===== config.mk =====
export PLATFORM = sky130hd
export DESIGN_NAME = bcd_step_counter_flat
export DESIGN_NICKNAME = d
export VERILOG_FILES = /design/src/rtl/bcd_step_counter_if.sv /design/src/rtl/bcd_step_counter.sv /design/src/flat_wrapper.sv
export SDC_FILE = /design/constraint.sdc
export NUM_CORES = 1
export LEC_CHECK = 0
export CORE_MARGIN = 3
export CORE_UTILIZATION = 57
export CTS_CLUSTER_DIAMETER = 60
export DETAILED_ROUTE_END_ITERATION = 10
export PLACE_DENSITY = 0.73
export SLEW_MARGIN = 25
export SYNTH_ARGS = -nofsm -noshare
export SYNTH_HDL_FRONTEND = slang
export SYNTH_SLANG_ARGS = --single-unit

===== constraint.sdc =====
create_clock -name CLOCK_50 -period 3.6 [get_ports CLOCK_50]
set_input_delay 0.9 -clock CLOCK_50 [delete_from_list [all_inputs] [get_ports CLOCK_50]]
set_output_delay 0.9 -clock CLOCK_50 [all_outputs]
set_load 0.02 [all_outputs]

===== src/rtl/bcd_step_counter_if.sv =====
// Pin bundle of the two-digit BCD step counter: switch/key inputs toward the
// counter, BCD digits and debug pulses back toward the 7-segment decoders.
interface bcd_step_counter_if;
    logic       KEY_STEP;
    logic       SW_RUN;
    logic       SW_DOWN;
    logic [3:0] BCD_ONES;
    logic [3:0] BCD_TENS;
    logic       WRAP;
    logic       TICK;

    modport master (
        output KEY_STEP,
        output SW_RUN,
        output SW_DOWN,
        input  BCD_ONES,
        input  BCD_TENS,
        input  WRAP,
        input  TICK
    );

    modport slave (
        input  KEY_STEP,
        input  SW_RUN,
        input  SW_DOWN,
        output BCD_ONES,
        output BCD_TENS,
        output WRAP,
        output TICK
    );
endinterface


===== src/rtl/bcd_step_counter.sv =====
// Two-digit BCD up/down counter (00..MAX_COUNT) stepped by a prescaled tick or
// a debounced key press; every input is synchronized, CLOCK_50 is the only clock.
module bcd_step_counter #(
    parameter int TICK_DIV   = 50_000_000,
    parameter int DEB_CYCLES = 500_000,
    parameter int MAX_COUNT  = 29
) (
    input  logic               CLOCK_50,
    input  logic               RESET,
    bcd_step_counter_if.slave  io
);

    localparam int              PW         = $clog2(TICK_DIV);
    localparam int              DW         = $clog2(DEB_CYCLES + 1);
    localparam logic [PW-1:0]   PRESC_LAST = PW'(TICK_DIV - 1);
    localparam logic [PW-1:0]   PRESC_ONE  = PW'(1);
    localparam logic [DW-1:0]   DEB_LAST   = DW'(DEB_CYCLES - 1);
    localparam logic [DW-1:0]   DEB_ONE    = DW'(1);
    localparam logic [3:0]      MAX_TENS   = 4'(MAX_COUNT / 10);
    localparam logic [3:0]      MAX_ONES   = 4'(MAX_COUNT % 10);

    // Bit order in the synchronizer vectors: {key, run, down}
    logic [2:0]    meta_r;
    logic [2:0]    sync_r;
    logic          key_sync_s;
    logic          run_sync_s;
    logic          down_sync_s;

    logic [PW-1:0] presc_r;
    logic          tick_r;

    logic [DW-1:0] deb_cnt_r;
    logic          deb_key_r;
    logic          press_r;

    logic [3:0]    ones_r;
    logic [3:0]    tens_r;
    logic          wrap_r;
    logic [3:0]    ones_nxt_s;
    logic [3:0]    tens_nxt_s;
    logic          wrap_nxt_s;
    logic          step_s;

    assign key_sync_s  = sync_r[2];
    assign run_sync_s  = sync_r[1];
    assign down_sync_s = sync_r[0];
    assign step_s      = tick_r | press_r;

    // Two-flop synchronizers; reset to the idle (key released) level
    always_ff @(posedge CLOCK_50) begin
        if (RESET) begin
            meta_r <= 3'b111;
            sync_r <= 3'b111;
        end else begin
            meta_r <= {io.KEY_STEP, io.SW_RUN, io.SW_DOWN};
            sync_r <= meta_r;
        end
    end

    // Prescaler: held at zero while not running so a fresh enable waits a full period
    always_ff @(posedge CLOCK_50) begin
        if (RESET) begin
            presc_r <= {PW{1'b0}};
            tick_r  <= 1'b0;
        end else if (!run_sync_s) begin
            presc_r <= {PW{1'b0}};
            tick_r  <= 1'b0;
        end else if (presc_r == PRESC_LAST) begin
            presc_r <= {PW{1'b0}};
            tick_r  <= 1'b1;
        end else begin
            presc_r <= presc_r + PRESC_ONE;
            tick_r  <= 1'b0;
        end
    end

    // Debounce: accept a new key level only after DEB_CYCLES consecutive differing samples
    always_ff @(posedge CLOCK_50) begin
        if (RESET) begin
            deb_cnt_r <= {DW{1'b0}};
            deb_key_r <= 1'b1;
            press_r   <= 1'b0;
        end else if (key_sync_s == deb_key_r) begin
            deb_cnt_r <= {DW{1'b0}};
            press_r   <= 1'b0;
        end else if (deb_cnt_r == DEB_LAST) begin
            deb_cnt_r <= {DW{1'b0}};
            deb_key_r <= key_sync_s;
            press_r   <= ~key_sync_s;
        end else begin
            deb_cnt_r <= deb_cnt_r + DEB_ONE;
            press_r   <= 1'b0;
        end
    end

    // Next BCD value; tick and press landing together still make a single step
    always_comb begin
        ones_nxt_s = ones_r;
        tens_nxt_s = tens_r;
        wrap_nxt_s = 1'b0;
        if (step_s) begin
            if (down_sync_s) begin
                if ((ones_r == 4'd0) && (tens_r == 4'd0)) begin
                    ones_nxt_s = MAX_ONES;
                    tens_nxt_s = MAX_TENS;
                    wrap_nxt_s = 1'b1;
                end else if (ones_r == 4'd0) begin
                    ones_nxt_s = 4'd9;
                    tens_nxt_s = tens_r - 4'd1;
                end else begin
                    ones_nxt_s = ones_r - 4'd1;
                end
            end else begin
                if ((ones_r == MAX_ONES) && (tens_r == MAX_TENS)) begin
                    ones_nxt_s = 4'd0;
                    tens_nxt_s = 4'd0;
                    wrap_nxt_s = 1'b1;
                end else if (ones_r == 4'd9) begin
                    ones_nxt_s = 4'd0;
                    tens_nxt_s = tens_r + 4'd1;
                end else begin
                    ones_nxt_s = ones_r + 4'd1;
                end
            end
        end else begin
            wrap_nxt_s = 1'b0;
        end
    end

    // Registered digits and wrap pulse
    always_ff @(posedge CLOCK_50) begin
        if (RESET) begin
            ones_r <= 4'd0;
            tens_r <= 4'd0;
            wrap_r <= 1'b0;
        end else begin
            ones_r <= ones_nxt_s;
            tens_r <= tens_nxt_s;
            wrap_r <= wrap_nxt_s;
        end
    end

    assign io.BCD_ONES = ones_r;
    assign io.BCD_TENS = tens_r;
    assign io.WRAP     = wrap_r;
    assign io.TICK     = tick_r;

endmodule

===== src/flat_wrapper.sv =====
// flat-port wrapper written by rule: the top's interface ports become plain ports
module bcd_step_counter_flat 
#(
    parameter int TICK_DIV   = 50_000_000,
    parameter int DEB_CYCLES = 500_000,
    parameter int MAX_COUNT  = 29
)
  (CLOCK_50, RESET, io_KEY_STEP, io_SW_RUN, io_SW_DOWN, io_BCD_ONES, io_BCD_TENS, io_WRAP, io_TICK);
  bcd_step_counter_if io_i ();
  input  logic CLOCK_50;
  input  logic RESET;
  input wire logic [$bits(io_i.KEY_STEP)-1:0] io_KEY_STEP;
  input wire logic [$bits(io_i.SW_RUN)-1:0] io_SW_RUN;
  input wire logic [$bits(io_i.SW_DOWN)-1:0] io_SW_DOWN;
  output wire logic [$bits(io_i.BCD_ONES)-1:0] io_BCD_ONES;
  output wire logic [$bits(io_i.BCD_TENS)-1:0] io_BCD_TENS;
  output wire logic [$bits(io_i.WRAP)-1:0] io_WRAP;
  output wire logic [$bits(io_i.TICK)-1:0] io_TICK;
  assign io_i.KEY_STEP = io_KEY_STEP;
  assign io_i.SW_RUN = io_SW_RUN;
  assign io_i.SW_DOWN = io_SW_DOWN;
  assign io_BCD_ONES = io_i.BCD_ONES;
  assign io_BCD_TENS = io_i.BCD_TENS;
  assign io_WRAP = io_i.WRAP;
  assign io_TICK = io_i.TICK;
  bcd_step_counter #(.TICK_DIV(TICK_DIV), .DEB_CYCLES(DEB_CYCLES), .MAX_COUNT(MAX_COUNT)) u_core (.CLOCK_50(CLOCK_50), .RESET(RESET), .io(io_i));
endmodule

==> results of run 1 <==
[layer usage]
metal | track usage, % | routed length, um | vias up
li1 | - | - | 1286
met1 | 27.84 | 3010 | 1165
met4 | 10.84 | 89 | 0
met3 | 4.243 | 196 | 9
met2 | 29.80 | 2462 | 43
met5 | 0 | 0 | -
[state kept, by name (all words and copies together), names as in the netlist]
name,cells
u_core.meta_r,3
u_core.io.BCD_TENS,4
u_core.presc_r,26
u_core.deb_cnt_r,19
u_core.deb_key_r,1
u_core.io.TICK,1
u_core.io.WRAP,1
u_core.io.BCD_ONES,4
u_core.press_r,1
u_core.sync_r,3
[cells in the final DEF (no fill, tap or decap), types with 3 or more instances in the layout]
cell type / n
or4_1: 8
nand4_1: 11
clkbuf_8: 12
xor2_1: 11
and4_1: 5
clkdlybuf4s50_1: 14
a21oi_1: 20
nor2_1: 31
ha_1: 10
or3_2: 3
o21ai_0: 18
nor4_1: 7
xnor2_1: 11
o31ai_1: 8
a211oi_1: 3
nand3_1: 20
dfxtp_1: 63
nor3_1: 4
nand2b_1: 3
or2_2: 7
nand2_1: 17
o21ba_2: 3
nor4b_1: 3
a31oi_1: 3
inv_1: 14
or3_1: 11
and3_1: 4
[power by group]
group / switching (mW) / internal (mW)
clock: 0.254 / 0.442
sequential: 0.00492 / 0.703
combinational: 0.0193 / 0.0136
total: 0.278 / 1.16
[cells by family after synthesis]
logic type,synth area share [%]
AND/OR/NAND/NOR,28.26
XOR/XNOR,6.408
AO/OA/AOI/OAI,15.36
adder cells (fa/ha/maj),4.161
buffers and inverters,3.537
flip-flops,41.95
multiplexers,0.3329
[how the worst min path moves through the flow]
stage,to,cells past startpoint
after floorplan,u_core.sync_r[0],1
after global placement,u_core.sync_r[1],1
after detailed placement,u_core.sync_r[2],1
after CTS,u_core.sync_r[1],1
after global routing,u_core.sync_r[1],1
final,u_core.sync_r[1],1
[cell type report]
cell class	instances	share of cell area (%)
inverters	14	1.533
flip-flops and latches	63	36.80
well taps	67	2.446
clock buffers	12	4.819
repair buffers	16	4.527
multi-input cells	252	47.97
clock inverters	3	1.899
==> results.md, run 1 <==
- P_leak: 1.156 nW
- CTS Sinks: 63
- Syn_nets: 355
- Crit end category: output port
- Root buf cell: clkbuf_8
- Relative slew margins: 64.56%
- Final non-filler cell area: 3427 um^2
- Sequential share of the synthesized area: 41.95%
- Clock transition at path regs: 0.07 ns
- Clock Path Buffers: 2
- Final RePlAce weighted congestion: 0.8292
- Final core utilization: 69.78%
- Reg-to-Reg Start: u_core.io.BCD_ONES[0]
- Area growth, synth to finish: 13.98%
- Starting Density: 61.22%
- Share of layout cells above drive strength 1: 10.56%
- Critical path data arrival time: 1.54 ns
- FF/Latch Area: 1261 um^2
- Fin crit period: 2.440 ns
- GRT Residual Overflow: 0
- WL final: 5.758 mm
- Crit-path cells: clkdlybuf4s50_1
- Critical path endpoint: io_BCD_ONES[2]
- Die height: 78.63 um
- First-pass GRT wire length: 10.05 mm
- Slew of the pin with the lowest slew margin: 0.5281 ns
- Largest net degree at the start of global routing: 25
- Area leader, netlist: dfxtp_1
- Row cnt: 25
- Post-DRT Antenna Nets: 0
- Worst Setup Start Kind: flip-flop
- Crit. Startpoint: u_core.io.BCD_ONES[2]
- Fill cells: 415
- TritonCTS buffer count: 9
- Top-count cell post-synth: dfxtp_1
- Fmax: 409.8 MHz
- CP Depth: 1
- Buf/Inv on CP: 1
- Die X: 78.63 um
- Drt pass-1 iters: 5
- Total power: 1.436 mW
- CTS H-tree depth: 3
- Setup WS pre-CTS: 1.100 ns
- RSZ-0062 raised after global routing: false
- Reg2reg setup slack: 1.39 ns
- Synth cell count leaders: 63 x dfxtp_1, 31 x nor2_1, 20 x a21oi_1, 20 x nand3_1, 18 x o21ai_0
- Post-synth EDFFs: 0
- Initial DRC Count: 80
- WL/cell: 13.48 um
- Setup violators final: 0
- Vias in the first global route: 2244
- Port-buffer cells: 14
- Final worst slack: 1.160 ns
- Final Cycle Share: 67.78%
- Via count: 2503
- Multi-input logic area: 1644 um^2
- Setup tns final: 0 ns
- CP Data Required Time: 2.70 ns
- Hold Path Class: flip-flop to flip-flop
- Mapped Cells: 340
- CTS resizes: 0
- Post-DP HPWL: 3.894 mm
- Number of max-cap violations: 0
- # diodes: 0
- Final Hold Viols: 0
- Worst reg-to-reg path cell count: 6
- DRC Markers: 0
- Cell Count, Final, Fillers Out: 427
- Worst Path Max Fanout: 12
- Synth Register Bits: 63
- Post-synth top flop: dfxtp_1
- Crit-path leading delay family: buffers and inverters
- Cells after DPL: 412
- RR Endpoint: u_core.io.BCD_TENS[2]
- Syn Area/Cell: 8.843 um^2
- CORE AREA: 4911 um^2
- Synth top area share: 41.95%
- I/O pin cnt: 15
- Worst IR drop on VDD: 365.6 uV
- Cell Pwr Density: 419.0 nW/um^2
- Status: finished clean
- YS warnings: 0
- Final #Nets: 371
- Post-Syn Area: 3007 um^2
- Antenna violations before repair: 0
- Hold slack: 0.4058 ns
- Most area-consuming cells after synthesis: dfxtp_1 42%, ha_1 4.2%, nor2_1 3.9%
- Critical Path Max Stage Delay: 0.68 ns
- Critical-path top delay cell: clkdlybuf4s50_1
- Die ar.: 6182 um^2
- GRT Overall Usage: 20.31%
- Setup CP Type: flip-flop to output port
- Hold_buf cts: 0
- Final slew viol count: 0
- Placed Area: 3197 um^2
- Vias/cell: 5.862
- Skew final: 0.01037 ns
- Synth unique cells: 53
- Setup Buffers After CTS: 0
- Worst-skew pair later-pin latency: 0.33 ns
- Hold Crit Start: u_core.meta_r[1]
- CTS tree: done
- Ys async rst share: 0%
Note: power is estimated with default switching activity, not from simulation.
==> run 2: changes to the inputs <==
- CORE_UTILIZATION: 57 -> 54
- clock period: 3.6 -> 1.95 ns (I/O delays scaled with it)
==> run 2 against run 1 <==
  * The run now ends with setup timing left
  * Clock skew down 0.0045 ns
  * Sequential power grew 84%
  * Worst setup slack got worse by 1.2 ns
  * Final cell count rose by 8.2%
  * Clock power up 84%
  * Global-route usage increased by 0.91 points
  * Die area is 5.1% higher
  * Combinational power grew to 2.6 times the previous value
  * Critical endpoint is now u_core.deb_cnt_r[17]
  * Largest cell class unchanged
==> results.md, run 2 (synthesis results as in run 1) <==
- Status: finished, violations left
- Failing checks: setup timing
- Clock transition at path regs: 0.07 ns
- Fmax: 505.8 MHz
- Worst Path Max Fanout: 5
- Row cnt: 26
- Slew of the pin with the lowest slew margin: 0.4180 ns
- Hold_buf cts: 0
- Critical-path top delay cell: or4_4
- Relative slew margins: 72.03%
- Final non-filler cell area: 3756 um^2
- GRT Residual Overflow: 0
- Final core utilization: 71.72%
- CTS tree: done
- Biggest regs: u_core.presc_r (26), u_core.deb_cnt_r (19)
- Final Hold Viols: 0
- CP Data Required Time: 2.17 ns
- Most frequent cells in the layout: 57 x dfxtp_1, 30 x nor2_1, 30 x buf_4
- CTS H-tree depth: 3
- Largest Register: u_core.presc_r
- Share of layout cells above drive strength 1: 21.68%
- Final #Nets: 402
- Antenna violations before repair: 0
- GRT Overall Usage: 21.21%
- TritonCTS buffer count: 9
- Final RePlAce weighted congestion: 0.7994
- Initial DRC Count: 164
- Vias in the first global route: 2419
- Setup tns final: -0.1211 ns
- Starting Density: 57.41%
- Crit. Startpoint: u_core.deb_cnt_r[14]
- Hold slack: 0.4079 ns
- Worst-skew pair later-pin latency: 0.34 ns
- Setup CP Type: flip-flop to flip-flop
- Global Route met1 Usage: 27.52%
- Hold Crit Start: u_core.meta_r[0]
- Most common cell after layout, fill and taps aside: dfxtp_1
- P_leak: 1.421 nW
- Setup WS pre-CTS: 0.07209 ns
- Drt pass-1 iters: 5
- Worst Setup Start Kind: flip-flop
- Clock Path Buffers: 2
- Crit end category: flip-flop
- First-pass GRT wire length: 10.83 mm
- Post-DRT Antenna Nets: 0
- Die height: 80.62 um
- Largest net degree at the start of global routing: 19
- Busiest grt layer: met2
- Area growth, synth to finish: 24.93%
- Fin crit period: 1.977 ns
- Die X: 80.62 um
- Via count: 2650
- Vias/cell: 5.736
- Final worst slack: -0.02704 ns
- Grt met3 use: 7.735%
- CTS Sinks: 63
- Final slew viol count: 0
- Reg-to-Reg Start: u_core.deb_cnt_r[14]
- CORE AREA: 5238 um^2
- WL final: 6.297 mm
- Critical Path Max Stage Delay: 0.57 ns
- Max FFs per register: 26
- Placed Area: 3401 um^2
- Cell Count, Final, Fillers Out: 462
- DRC Markers: 0
- Post-DP HPWL: 4.220 mm
- Worst IR drop on VDD: 598.4 uV
- Skew final: 0.005907 ns
- WL/cell: 13.63 um
- Setup violators final: 11
- Critical path data arrival time: 2.20 ns
- M2 GR Usage: 32.95%
- Port-buffer cells: 14
- Cell Pwr Density: 709.4 nW/um^2
- RSZ-0062 raised after global routing: true
- Die ar.: 6499 um^2
- Cells after DPL: 440
- Crit-path cells: or3b_2, or4_4, o21ai_4, clkbuf_16, a21oi_2
- Root buf cell: clkbuf_8
- Final Cycle Share: 101.4%
- Number of max-cap violations: 0
- # diodes: 0
- I/O pin cnt: 15
- Hold Path Class: flip-flop to flip-flop
- Total power: 2.664 mW
run 2: cell types whose count changed in the layout (fill, tap and decap cells not counted), sizes merged:
cell	previous run	this run
buf	2	32
clkdlybuf4s50	14	7
dlymetal6s2s	0	4
dlygate4sd2	0	3
clkbuf	12	14
run 2: power breakdown:
group	switching (mW)	leakage (nW)	internal (mW)
combinational	0.0429	0.795	0.0413
sequential	0.00640	0.513	1.30
clock	0.489	0.114	0.789
total	0.538	1.42	2.13
run 2: what timing repair did:
item,4_1_cts,5_1_grt
gates resized for setup,4,22
buffers inserted,0,4
gates cloned,0,2
setup endpoints to repair,4,18
run 2: path summary, 6_finish.rpt:
kind	slack (ns)	end	cells after the start
hold / removal	0.41	u_core.sync_r[0]	1
setup / recovery	-0.03	u_core.deb_cnt_r[17]	5
setup reg to reg	-0.03	u_core.deb_cnt_r[17]	5
hold reg to reg	0.41	u_core.sync_r[0]	1
run 2: area by class of cell:
type,instances,area (um^2)
clock buffer,13,158.9
clock inverter,3,65.06
fill,397,1481
inverter,14,52.55
multi-input combinational,252,1693
sequential,63,1271
tap,70,87.58
timing repair buffer,47,427.9
run 2: critical path, delay by kind of cell (launching register included):
kind | cells | cell delay [ns]
AOI/OAI and AO/OA | 2 | 0.26
buffers and inverters | 1 | 0.20
DFF | 1 | 0.33
and+or+nand+nor | 2 | 1.06
run 2: metal layers:
| metal | vias up | wire length (um) |
|---|---|---|
| met5 | - | 0 |
| met4 | 0 | 114 |
| met3 | 11 | 312 |
| met2 | 57 | 2957 |
| met1 | 1236 | 2913 |
| li1 | 1346 | - |
